==> config.mk <==
export PLATFORM = sky130hd
export DESIGN_NAME = mvprod_chunk_sequencer
export DESIGN_NICKNAME = d
export VERILOG_FILES = /design/src/rtl/mvprod_chunk_sequencer.sv
export SDC_FILE = /design/constraint.sdc
export NUM_CORES = 1
export LEC_CHECK = 0
export CORE_ASPECT_RATIO = 1.5
export CORE_MARGIN = 1.5
export CORE_UTILIZATION = 35
export CTS_CLUSTER_SIZE = 16
export DETAILED_ROUTE_END_ITERATION = 8
export GPL_TIMING_DRIVEN = 0
export PLACE_DENSITY_LB_ADDON = 0.3
export SLEW_MARGIN = 40
export SYNTH_ARGS = -nofsm -noshare
export SYNTH_HDL_FRONTEND = slang
export SYNTH_SLANG_ARGS = --single-unit
==> constraint.sdc <==
create_clock -name clk_in -period 2.4 [get_ports clk_in]
set_input_delay 0.36 -clock clk_in [delete_from_list [all_inputs] [get_ports clk_in]]
set_output_delay 0.36 -clock clk_in [all_outputs]
set_load 0.02 [all_outputs]
==> src/rtl/mvprod_chunk_sequencer.sv <==
// Chunk buffer and result collector for one MVProd layer: loads an input vector as
// WORKING_REGS-wide chunks, serves MVProd chunk requests, then streams the results out.
module mvprod_chunk_sequencer #(
    parameter int IN_VEC_LEN   = 12,
    parameter int OUT_VEC_LEN  = 8,
    parameter int WORKING_REGS = 3
) (
    input  logic                         clk_in,
    input  logic                         rst_in,
    input  logic                         s_chunk_valid,
    output logic                         s_chunk_ready,
    input  logic [WORKING_REGS-1:0][7:0] s_chunk_data,
    output logic [WORKING_REGS-1:0][7:0] mv_in_data,
    output logic                         mv_in_data_ready,
    input  logic                         mv_req_chunk_in,
    input  logic                         mv_req_chunk_ptr_rst,
    input  logic                         mv_req_chunk_out,
    input  logic [7:0]                   mv_write_out_data,
    output logic                         m_out_valid,
    input  logic                         m_out_ready,
    output logic [7:0]                   m_out_data,
    output logic                         m_out_last,
    output logic                         busy,
    output logic                         err_overflow,
    output logic [1:0]                   dbg_state
);

    localparam int CHUNKS = IN_VEC_LEN / WORKING_REGS;
    localparam int CW     = (CHUNKS > 1) ? $clog2(CHUNKS) : 1;
    localparam int OW     = (OUT_VEC_LEN > 1) ? $clog2(OUT_VEC_LEN) : 1;

    // Handshakes: a transfer happens on a rising clk_in edge where valid and ready are both 1;
    // data and last are held stable while valid=1 and ready=0.
    typedef enum logic [1:0] {
        ST_LOAD    = 2'd0,
        ST_COMPUTE = 2'd1,
        ST_DRAIN   = 2'd2
    } state_t;

    state_t state, state_nxt;

    logic [CW-1:0] wr_ptr, rd_ptr;
    logic [OW-1:0] out_wr_ptr, out_rd_ptr;
    logic [WORKING_REGS-1:0][7:0] chunk_buf [CHUNKS];
    logic [7:0] out_buf [OUT_VEC_LEN];

    logic load_hs, last_chunk, cap, last_cap, drain_hs, last_out;

    assign load_hs    = (state == ST_LOAD) && s_chunk_valid;
    assign last_chunk = (wr_ptr == CW'(CHUNKS - 1));
    assign cap        = (state == ST_COMPUTE) && mv_req_chunk_out;
    assign last_cap   = cap && (out_wr_ptr == OW'(OUT_VEC_LEN - 1));
    assign last_out   = (out_rd_ptr == OW'(OUT_VEC_LEN - 1));
    assign drain_hs   = (state == ST_DRAIN) && m_out_ready;

    always_ff @(posedge clk_in or posedge rst_in) begin
        if (rst_in) state <= ST_LOAD;
        else        state <= state_nxt;
    end

    always_comb begin
        state_nxt = state;
        case (state)
            ST_LOAD:    if (load_hs && last_chunk) state_nxt = ST_COMPUTE;
            ST_COMPUTE: if (last_cap)              state_nxt = ST_DRAIN;
            ST_DRAIN:   if (drain_hs && last_out)  state_nxt = ST_LOAD;
            default:                               state_nxt = ST_LOAD;
        endcase
    end

    always_comb begin
        s_chunk_ready = (state == ST_LOAD) && !rst_in;
        m_out_valid   = (state == ST_DRAIN);
        m_out_data    = (state == ST_DRAIN) ? out_buf[out_rd_ptr] : 8'd0;
        m_out_last    = (state == ST_DRAIN) && last_out;
        busy          = (state == ST_COMPUTE) || (state == ST_DRAIN);
        mv_in_data    = rst_in ? '0 : chunk_buf[rd_ptr];
        dbg_state     = state;
    end

    always_ff @(posedge clk_in or posedge rst_in) begin
        if (rst_in) begin
            wr_ptr           <= '0;
            rd_ptr           <= '0;
            out_wr_ptr       <= '0;
            out_rd_ptr       <= '0;
            mv_in_data_ready <= 1'b0;
            err_overflow     <= 1'b0;
        end else begin
            mv_in_data_ready <= load_hs && last_chunk;
            if (load_hs)
                wr_ptr <= last_chunk ? '0 : wr_ptr + 1'b1;
            // Pointer rewind wins over advance; a final capture also rewinds for the next vector.
            if (state == ST_COMPUTE) begin
                if (last_cap || mv_req_chunk_ptr_rst)
                    rd_ptr <= '0;
                else if (mv_req_chunk_in)
                    rd_ptr <= (rd_ptr == CW'(CHUNKS - 1)) ? '0 : rd_ptr + 1'b1;
            end
            if (cap)
                out_wr_ptr <= last_cap ? '0 : out_wr_ptr + 1'b1;
            if (drain_hs)
                out_rd_ptr <= last_out ? '0 : out_rd_ptr + 1'b1;
            if (mv_req_chunk_out && (state != ST_COMPUTE))
                err_overflow <= 1'b1;
        end
    end

    // Storage carries no reset; contents are only read after being written.
    always_ff @(posedge clk_in) begin
        if (load_hs) chunk_buf[wr_ptr] <= s_chunk_data;
        if (cap)     out_buf[out_wr_ptr] <= mv_write_out_data;
    end

endmodule

==> impl_metrics.env <==
export IMPL_worst_path_max_fanout=5
export IMPL_final_cell_mix="edfxtp_1 (160), clkdlybuf4s50_1 (44), mux4_2 (39)"
export IMPL_r2r_end="out_buf[2][0]"
export IMPL_routedWlPerCell_um=19.0
export IMPL_reg2reg_slack_ps=60
export IMPL_crit_path_start_kind="register"
export IMPL_max_freq_ghz=0.420
export IMPL_final_period_utilization_pct=99.1
export IMPL_utilization_pct=44.9
export IMPL_coreArea_mm2=0.0193
export IMPL_hold_depth=1
export IMPL_yosysWarnings=0
export IMPL_ys_types=29
export IMPL_cts_tree="done"
export IMPL_r2r_start="dbg_state[1]"
export IMPL_htreeDepth=4
export IMPL_io_buffers=78
export IMPL_numCtsBuffers=17
export IMPL_holdPathEnd="err_overflow"
export IMPL_crit_type="reg2out"
export IMPL_finalSetupViolations=0
export IMPL_syn_to_final_growth_pct=24.7
export IMPL_globalplace_congestion=0.687
export IMPL_ctsHoldBuffers=0
export IMPL_post_route_min_period_ps=2380
export IMPL_num_rows=62
export IMPL_vias=3460
export IMPL_io_pins=79
export IMPL_critPathCaptureType="primary output"
export IMPL_grt_max_degree=26
export IMPL_routed_wl_um=13600
export IMPL_vias_per_cell=4.85
export IMPL_syn_area_per_cell_um2=20.6
export IMPL_initial_core_util_pct=36.0
export IMPL_crit_arrival_ps=2020
export IMPL_synth_ff_type="edfxtp_1"
export IMPL_diodes=0
export IMPL_dieArea_mm2=0.0207
export IMPL_ant_nets=0
export IMPL_clockBufferDepth=2
export IMPL_grt_pass1_wl_um=20900
export IMPL_cts_root_buf="clkbuf_16"
export IMPL_drv_slew=0
export IMPL_drv_cap=0
export IMPL_final_common_cell="edfxtp_1"
export IMPL_finalPower_mw=9.13
export IMPL_vdd_ir_drop_max_mv=0.637
export IMPL_p_leak_nw=3.00
export IMPL_rsz0062_at_grt="true"
export IMPL_final_net_count=497
export IMPL_ys_seq_area_share_pct=74.2
export IMPL_antenna_found_initial=0
export IMPL_reg2reg_depth=4
export IMPL_grt_overflow=0
export IMPL_hold_violations=0
export IMPL_drive_gt1_share_pct=31.4
export IMPL_min_path_type="reg2reg"
export IMPL_relSlewSlack_pct=46.3
export IMPL_die_w_um=118
export IMPL_required_ps=2040
export IMPL_tightest_slew_ps=802
export IMPL_fin_area_mm2=0.00867
export IMPL_min_from="err_overflow"
export IMPL_syn_num_nets=389
export IMPL_drt_iter0_drc=175
export IMPL_hpwl_um=8880
export IMPL_die_height_um=176
export IMPL_clock_skew_final_ps=7.86
export IMPL_numClockSinks=174
export IMPL_track_usage_pct=13.7
export IMPL_synthCells=337
export IMPL_outcome="finished clean"
export IMPL_async_flop_share_pct=8.05
export IMPL_cts_clk_slew_worst_paths_ps=70
export IMPL_placed_area_mm2=0.00809
export IMPL_route_detailed_drc=0
export IMPL_drt_pass1_iterations=6
export IMPL_ys_ff_latch=174
export IMPL_first_global_vias=3829
export IMPL_p_per_area_mw_per_mm2=1050
export IMPL_synth_area_mm2=0.00695
export IMPL_clk_latency_ps=420
export IMPL_synth_edf_count=160
-- logic make-up after synthesis --
group           Yosys count  synth area share (%)
compound gates           13                  1.42
fa+ha+maj                13                  2.34
buf+inv                  20                  1.89
flops                   174                  74.2
mux                      53                  15.3
simple gates             64                  4.83
-- report_power, final --
group	switching (mW)	internal [mW]	leakage (nW)
logic	1.30	1.30	1.10
registers	0.183	3.76	1.63
clock network	1.15	1.44	0.275
total	2.64	6.50	3.00
-- worst max-delay path by stage --
| stage | startpoint | end | slack [ps] | cells after the start |
|---|---|---|---|---|
| 3_3_place_gp | rst_in | mv_in_data[6] | -880 | 5 |
| 4_1_cts | rd_ptr[0] | mv_in_data[9] | -160 | 5 |
| 6_report | out_rd_ptr[1] | m_out_data[6] | 20 | 6 |
| 3_5_place_dp | rst_in | mv_in_data[6] | -450 | 5 |
| 5_1_grt | dbg_state[1] | out_buf[2][0] | -60 | 4 |
| 2_1_floorplan | dbg_state[1] | out_buf[0][0] | 150 | 4 |
-- routing by layer --
metal	part of all wire [%]	wire [µm]	global-route usage, %	vias up
li1	-	-	-	1564
met1	38	5130	14.1	1795
met2	56	7640	26.3	90
met3	4.7	642	3.93	11
met4	1.1	146	4.78	0
met5	0	0	0	-
-- through the flow --
step / hold WS (ps) / worst slack, ps / setup TNS, ps / cells
floorplan: 459 / 145 / 0 / 337
global placement: 458 / -878 / -28180 / 671
finish: 475 / 21.0 / 0 / 714
detailed placement: 468 / -452 / -5380 / 673
CTS: 483 / -161 / -216 / 706
global route: 500 / -59.3 / -1040 / 714
-- cells in the mapped netlist (2+ instances only) --
master / count / area, µm²
mux4_1: 7 / 184
a22o_1: 2 / 17.5
mux2_2: 5 / 56.3
o21ai_0: 2 / 10.0
edfxtp_1: 160 / 4800
buf_6: 4 / 45.0
mux4_2: 33 / 743
and3_1: 4 / 25.0
ha_1: 13 / 163
nand2b_1: 3 / 18.8
a21o_1: 5 / 37.5
clkbuf_1: 2 / 7.51
buf_2: 5 / 25.0
mux2i_1: 8 / 80.1
nand2_1: 9 / 33.8
and2_1: 25 / 156
dfrtp_1: 14 / 350
nor2_1: 13 / 48.8
inv_1: 7 / 26.3
nor3_1: 7 / 35.0
-- layout make-up --
type | count | area, µm²
Multi-Input combinational cell | 143 | 1710
Tap cell | 256 | 320
Buffer | 13 | 146
Fill cell | 1674 | 10700
Sequential cell | 174 | 5150
Timing Repair Buffer | 89 | 746
Clock buffer | 17 | 425
Clock inverter | 15 | 138
Inverter | 7 | 26.3
-- critical path, stage by stage, from the launching register on --
cell	delay (ps)
dfrtp_1	370
buf_6	150
buf_12	130
mux4_2	520
mux2i_1	200
nor2_1	60
buf_2	160
-- sequential cells by signal (all words and copies together) (netlist names) --
signal,count
out_wr_ptr,3
mv_in_data_ready,1
out_buf,64
err_overflow,1
dbg_state,2
chunk_buf,96
out_rd_ptr,3
wr_ptr,2
rd_ptr,2
-- what timing repair did --
| item | CTS | global route |
|---|---|---|
| gates cloned | 0 | 1 |
| buffers inserted | 1 | 7 |
| gates resized for setup | 123 | 34 |
| endpoints found under the setup margin | 34 | 44 |
Power figures use the tool's default switching activity.
